[src/rtl/cpu_ctrl_pkg.sv]
// cpu_ctrl_pkg
// Shared types and default constants for the cpu3 trap/halt controller.
//   trap_state_t      : controller FSM state encoding
//   PC_W_DEFAULT      : default PC / vector width
//   CAUSE_W_DEFAULT   : default exception cause width
//   EXC_VECTOR_DEFAULT: default exception handler address
package cpu_ctrl_pkg;

  typedef enum logic [1:0] {
    RUN      = 2'd0,
    FLUSH    = 2'd1,
    EXC_WAIT = 2'd2,
    HALTED   = 2'd3
  } trap_state_t;

  localparam int                PC_W_DEFAULT       = 32;
  localparam int                CAUSE_W_DEFAULT    = 4;
  localparam logic [31:0]       EXC_VECTOR_DEFAULT = 32'h0000_0100;

endpackage

[src/rtl/cpu_trap_ctrl_sat_counter.sv]
// sat_counter
// Synchronous up-counter that sticks at all-ones instead of wrapping.
// Ports:
//   clk    in   clock, rising edge
//   rst_   in   asynchronous active-low reset, clears count
//   clear  in   synchronous clear (wins over inc)
//   inc    in   increment by one when not saturated
//   count  out  WIDTH-bit count value
module sat_counter #(
  parameter int WIDTH = 16
) (
  input  logic             clk,
  input  logic             rst_,
  input  logic             clear,
  input  logic             inc,
  output logic [WIDTH-1:0] count
);

  always_ff @(posedge clk or negedge rst_) begin
    if (!rst_) begin
      count <= '0;
    end else if (clear) begin
      count <= '0;
    end else if (inc && (count != '1)) begin
      count <= count + WIDTH'(1);
    end
  end

endmodule

[src/rtl/cpu_trap_ctrl.sv]
// cpu_trap_ctrl
// Turns cpu3's raw halt/exception levels into pipeline control: a fixed-length
// flush with a redirect pulse on its last cycle, a stall held until exc_ack,
// captured epc/cause, and a sticky HALTED state left only via resume.
//
// Optional feature macro: CPU_TRAP_EXC_COUNT_EN
//   defined     -> exc_count is a saturating count of accepted exceptions
//   not defined -> exc_count tied to zero, no counter logic
//
// Ports:
//   clk          in   clock, rising edge
//   rst_         in   asynchronous active-low reset
//   halt         in   level from cpu3
//   exception    in   level from cpu3
//   pc           in   PC of the instruction raising the exception
//   exc_cause    in   cause code, valid with exception
//   exc_ack      in   pulse: handler accepted, resume
//   resume       in   pulse: leave HALTED
//   stall        out  freeze fetch/decode
//   flush        out  kill in-flight instructions
//   redirect     out  pulse on last flush cycle: load redirect_pc
//   redirect_pc  out  constant EXC_VECTOR
//   epc          out  captured exception PC
//   cause        out  captured cause
//   exc_pending  out  exception awaiting exc_ack
//   halted       out  controller in HALTED
//   exc_lost     out  sticky: exception arrived while one was in service
//   exc_count    out  saturating accepted-exception count (see macro above)
//
// state    | meaning
// RUN      | normal execution, watching halt/exception
// FLUSH    | flush+stall for FLUSH_CYCLES cycles, redirect on the last one
// EXC_WAIT | stall until the handler acknowledges with exc_ack
// HALTED   | stall until resume; halt/exception ignored
module cpu_trap_ctrl
  import cpu_ctrl_pkg::*;
#(
  parameter int                PC_W         = PC_W_DEFAULT,
  parameter int                CAUSE_W      = CAUSE_W_DEFAULT,
  parameter int                FLUSH_CYCLES = 3,
  parameter logic [PC_W-1:0]   EXC_VECTOR   = PC_W'(EXC_VECTOR_DEFAULT)
) (
  input  logic               clk,
  input  logic               rst_,
  input  logic               halt,
  input  logic               exception,
  input  logic [PC_W-1:0]    pc,
  input  logic [CAUSE_W-1:0] exc_cause,
  input  logic               exc_ack,
  input  logic               resume,
  output logic               stall,
  output logic               flush,
  output logic               redirect,
  output logic [PC_W-1:0]    redirect_pc,
  output logic [PC_W-1:0]    epc,
  output logic [CAUSE_W-1:0] cause,
  output logic               exc_pending,
  output logic               halted,
  output logic               exc_lost,
  output logic [15:0]        exc_count
);

  // Counter loads N-1 so that values N-1..0 give exactly N flush cycles.
  localparam logic [3:0] FLUSH_LOAD = 4'(FLUSH_CYCLES - 1);

  trap_state_t state, state_next;
  logic [3:0]  flush_cnt, flush_cnt_next;
  logic        capture;
  logic        lost_evt;

  always_ff @(posedge clk or negedge rst_) begin
    if (!rst_) begin
      state     <= RUN;
      flush_cnt <= '0;
      epc       <= '0;
      cause     <= '0;
      exc_lost  <= 1'b0;
    end else begin
      state     <= state_next;
      flush_cnt <= flush_cnt_next;
      if (capture) begin
        epc   <= pc;
        cause <= exc_cause;
      end
      if (lost_evt) begin
        exc_lost <= 1'b1;
      end
    end
  end

  always_comb begin
    state_next     = state;
    flush_cnt_next = flush_cnt;
    capture        = 1'b0;
    lost_evt       = 1'b0;
    case (state)
      RUN: begin
        if (exception) begin
          capture        = 1'b1;
          flush_cnt_next = FLUSH_LOAD;
          state_next     = FLUSH;
        end else if (halt) begin
          state_next = HALTED;
        end
      end
      FLUSH: begin
        lost_evt = exception;
        if (flush_cnt == 4'd0) begin
          state_next = EXC_WAIT;
        end else begin
          flush_cnt_next = flush_cnt - 4'd1;
        end
      end
      EXC_WAIT: begin
        lost_evt = exception;
        if (exc_ack) begin
          state_next = RUN;
        end
      end
      HALTED: begin
        if (resume) begin
          state_next = RUN;
        end
      end
      default: state_next = RUN;
    endcase
  end

  // Moore outputs decoded from registered state only.
  assign stall       = (state != RUN);
  assign flush       = (state == FLUSH);
  assign redirect    = (state == FLUSH) && (flush_cnt == 4'd0);
  assign exc_pending = (state == EXC_WAIT);
  assign halted      = (state == HALTED);
  assign redirect_pc = EXC_VECTOR;

`ifdef CPU_TRAP_EXC_COUNT_EN
  sat_counter #(
    .WIDTH (16)
  ) u_exc_count (
    .clk   (clk),
    .rst_  (rst_),
    .clear (1'b0),
    .inc   (capture),
    .count (exc_count)
  );
`else
  assign exc_count = 16'h0000;
`endif

endmodule

[config.mk]
export PLATFORM = sky130hd
export DESIGN_NAME = cpu_trap_ctrl
export DESIGN_NICKNAME = d
export VERILOG_FILES = /design/src/rtl/cpu_ctrl_pkg.sv /design/src/rtl/cpu_trap_ctrl_sat_counter.sv /design/src/rtl/cpu_trap_ctrl.sv
export SDC_FILE = /design/constraint.sdc
export NUM_CORES = 1
export LEC_CHECK = 0
export CAP_MARGIN = 20
export CORE_MARGIN = 2
export CORE_UTILIZATION = 40
export DETAILED_ROUTE_END_ITERATION = 12
export PLACE_DENSITY_LB_ADDON = 0.1
export SLEW_MARGIN = 20
export SYNTH_ARGS = -nofsm -noshare
export SYNTH_HDL_FRONTEND = slang
export SYNTH_HIERARCHICAL = 1
export SYNTH_SLANG_ARGS = --single-unit
[constraint.sdc]
create_clock -name clk -period 2.8 [get_ports clk]
set_clock_uncertainty 0.2 [all_clocks]
set_input_delay 0.7 -clock clk [delete_from_list [all_inputs] [get_ports clk]]
set_output_delay 0.7 -clock clk [all_outputs]
set_load 0.01 [all_outputs]
; ---- Word-level counts from Yosys, hierarchy flattened
; Index checks and enable logic that the tools add are counted.
[word_totals]
word_cells = 35
register_bits = 43
output_inout_bits = 90
latchBits = 0
ram_bits = 0
mem_bits_ro = 0
mem_count = 0
input_bits = 42
[op_classes]
shift = 0
addsub = 1
n_mux = 12
eq_ne = 9
div = 0
mul = 0
n_reduce_logical = 8
n_lt_le_gt_ge = 0
n_bitwise = 0
[ops]
columns = operator, n
row1 = two-way mux 2 bit, 5
row2 = two-way mux 4 bit, 2
row3 = != test 2 bit (second input constant), 4
row4 = case mux 2 bit (4 select lines), 1
row5 = case mux 4 bit (2 select lines), 1
row6 = == test 2 bit (second input constant), 2
row7 = zero test 4 bit, 1
row8 = AND reduction 4 bit, 1
row9 = nonzero test 2 bit, 2
row10 = subtractor 4 x 1 -> 4 bit (second input constant), 1
row11 = two-way mux 1 bit, 3
row12 = != test 3 bit (second input constant), 1
row13 = AND reduction 3 bit, 1
row14 = == test 2 x 1 -> 1 bit (second input constant), 1
row15 = zero test 2 bit, 1
row16 = != test 2 x 1 -> 1 bit (second input constant), 1
row17 = OR reduction 2 bit, 1
row18 = logical AND 1 bit, 1

; ---- Depth between registers and ports, before layout
[depth]
depth_word = 3
depth_mapped = 7
ltp_nobuf = 6

; ---- Least setup slack after synthesis
; No wires, ideal clock.
[synth_timing]
path_type = reg-to-output
from = register state[1]
to = output port redirect
arrival_ps = 1139
t_required_ps = 1900
path_stages_with_launch = 5
slack_ps = 761
cell_sequence = dfrtp_1 -> inv_1 -> ha_1 -> clkbuf_1 -> and2_1
[synth_between]
elab_chain_len = 2
[synth_lines]
columns = element, line_no
row1 = start: declaration, cpu_trap_ctrl.sv:66  ; trap_state_t state, state_next;
row2 = start signal: assignment, cpu_trap_ctrl.sv:79  ; state <= state_next;
row3 = == test 2 x 1 -> 1 bit, -
row4 = via flush, cpu_trap_ctrl.sv:52  ; output logic flush,
row5 = logical AND 1 bit, cpu_trap_ctrl.sv:132  ; assign redirect = (state == FLUSH) && (flush_cnt == 4'd0);
row6 = end: declaration, cpu_trap_ctrl.sv:53  ; output logic redirect,
; The timed path passes the listed nets, and every way through them passes these cells.

; ---- Worst setup path after layout
[layout_timing]
from = register state[1]
to = output port stall
[layout_between]
elab_chain_len = 1
[layout_lines]
columns = element, line_no
row1 = nonzero test 2 bit, cpu_trap_ctrl.sv:130  ; assign stall = (state != RUN);
row2 = end: declaration, cpu_trap_ctrl.sv:51  ; output logic stall,
; Every way passes these cells.

==> qor.yml <==
finish:
  seq_area_mm2: 0.00108
  antenna_cells: 0
  stdcell_count: 339
  drive_above_1_share_pct: 20.6
  multiInputGateArea_um2: 883
  fillers: 493
  nets: 314
  area_delta_synth_final_pct: 38.4
routing:
  antenna_left: 0
  routedWlPerCell_um: 11.8
  via_count: 1449
  drc: 0
  drt_first_pass_iters: 4
  post_drt_via_cell_ratio: 4.27
  wl_um: 4000
  drt_iter0_markers: 13
power:
  power.leakage_nw: 1.39
  finalPower_mw: 3.14
  powerDensity_mw_per_mm2: 1030
  ir_worst_vdd_mv: 0.547
cts:
  cts_buffers: 5
  clk_latency_ns: 0.29
  clock_path_buffers: 2
  cts_tree: "done"
  cts_hold_buf: 0
  root_buffer: "clkbuf_8"
  clk_pin_slew_ns: 0.07
  htree_levels: 2
  clock_sinks: 43
timing:
  finalMaxSlewViolations: 0
  tns_ns: 0
  maxSlewHeadroom_pct: 63.2
  fmax_mhz: 381
  period_share_pct: 93.7
  hold_viol: 0
  period_needed_ns: 2.62
  tightest_slew_ns: 0.552
  rsz0062_at_grt: "no"
  setup_viol_count_final: 0
global_route:
  overflow: 0
  gr-usage-all-layers_pct: 13.9
  grt_max_degree: 44
  top_usage_layer: "met2"
  grt_pass1_wl_um: 6690
  grt_use_met3_pct: 8.28
  grt_pass1_vias: 1499
  grt_antenna_before_repair: 0
  grtUsageMet1_pct: 16.2
  use_met2_pct: 21.0
yosys:
  syn_avg_cell_area_um2: 12.3
  ys_async_sr_fraction_pct: 100
  synth_area_leaders: "dfrtp_1 (49%), mux2_2 (19%), buf_4 (17%)"
  yosys.area.top_type: "dfrtp_1"
  ys_warn_count: 6
  synthCells: 179
  synth_top_area_share_pct: 48.9
  syn_area_mm2: 0.00220
  synth_cell_types: 27
  ys.flop_type: "dfrtp_1"
  synth_seq_cells: 43
  seq_area_frac_synth_pct: 48.9
  synth_edf_count: 0
place:
  io_buffer_count: 83
  hpwl_um: 2920
  place.gp.congestion: 0.798
  dp.cells: 330
job:
  cap_violations: 0
setup_path:
  critPathMaxFanout: 9
  worstSetupPathType: "reg2out"
  cp.required_ns: 1.90
  crit_path_start_kind: "flip-flop"
  cp-end-kind: "output port"
  arrival_ns: 1.72
floorplanning:
  start_util_pct: 40.7
  num_io_pins: 132
  core.rowCount: 27
  die_y_um: 78.2
  dieWidth_um: 78.2
  coreArea_mm2: 0.00541
  dieArea_mm2: 0.00611
outcome:
  outcome: "completed"
min_path:
  min_path_type: "reg2reg"
==> repair_timing <==
action | in CTS | in global routing
resized for setup | 0 | 2
setup endpoints to repair | 1 | 1
buffers inserted | 1 | 1
==> through the flow <==
step	setup slack (ns)	utilization (%)	instance area, um^2	hold WS (ns)
2_1_floorplan	0.761	-	2370	0.204
3_3_place_gp	0.237	54.4	2940	0.242
3_5_place_dp	0.199	54.4	2940	0.252
4_1_cts	0.0441	56.1	3030	0.270
5_1_grt	0.0557	56.3	3050	0.297
6_report	0.176	56.3	3050	0.264
==> placed cells by master (no fill, tap or decap), types with 2 or more instances in the layout <==
cell,Yosys,layout
dfrtp_1,43,43
o22ai_1,2,2
a21o_1,2,2
buf_4,49,4
nor2_1,2,2
conb_1,2,48
ha_1,5,4
clkdlybuf4s50_1,0,81
o21ai_0,3,3
mux2_2,37,37
clkbuf_8,0,6
inv_1,8,8
a22o_1,3,3
nor3_1,6,6
==> critical path, cell delays in order (launching register included) <==
cell and delay, ns:
dfrtp_1 0.40, inv_1 0.11, ha_1 0.37, inv_1 0.08, clkdlybuf4s50_1 0.48
==> state kept, by name, indices dropped and copies added (netlist names) <==
name,flops
cause,4
exc_lost,1
state,2
flush_cnt,4
epc,32
==> cells by family (layout without fill, tap and decap cells) <==
logic type | Yosys count | after routing | share of synthesized area [%]
compound gates | 12 | 12 | 3.81
flops | 43 | 43 | 48.9
mux | 38 | 38 | 19.4
fa+ha+maj | 5 | 5 | 2.84
simple gates | 18 | 18 | 5.80
other cells | 2 | 48 | 0.341
buf+inv | 61 | 103 | 18.9
==> path summary, 6_finish.rpt <==
| check | start | end | slack (ns) | depth (start not counted) |
|---|---|---|---|---|
| max | state[1] | stall | 0.18 | 4 |
| min | exc_lost | exc_lost | 0.26 | 1 |
| max reg2reg | state[1] | flush_cnt[3] | 0.90 | 6 |
| min reg2reg | exc_lost | exc_lost | 0.26 | 1 |
| max in group asynchronous | rst_ | epc[10] | 1.74 | 2 |
| min in group asynchronous | rst_ | epc[1] | 0.27 | 2 |
==> cell usage after synthesis, types with 2 or more instances <==
| library cell | n |
|---|---|
| dfrtp_1 | 43 |
| o22ai_1 | 2 |
| inv_1 | 8 |
| buf_2 | 3 |
| nor3_1 | 6 |
| conb_1 | 2 |
| ha_1 | 5 |
| nor2_1 | 2 |
| a22o_1 | 3 |
| buf_4 | 49 |
| o21ai_0 | 3 |
| a21o_1 | 2 |
| mux2_2 | 37 |
==> final cells by class <==
class	count	share of cell area, %
Inverter	8	0.986
Timing Repair Buffer	88	28.8
Sequential cell	43	35.3
Clock inverter	1	0.164
Multi-Input combinational cell	121	29.0
Clock buffer	6	2.71
Tap cell	72	2.96
==> power by group <==
part           internal, mW  switching, mW  leakage, nW
Combinational          1.01          0.647        0.832
Clock                 0.194          0.198       0.0470
Sequential            0.928          0.161        0.508
==> layer usage <==
metal	vias to the layer above	wire, um
li1	679	-
met1	683	1620
met2	81	1780
met3	6	555
met4	0	48
met5	-	0
(Power assumes the default switching activity.)
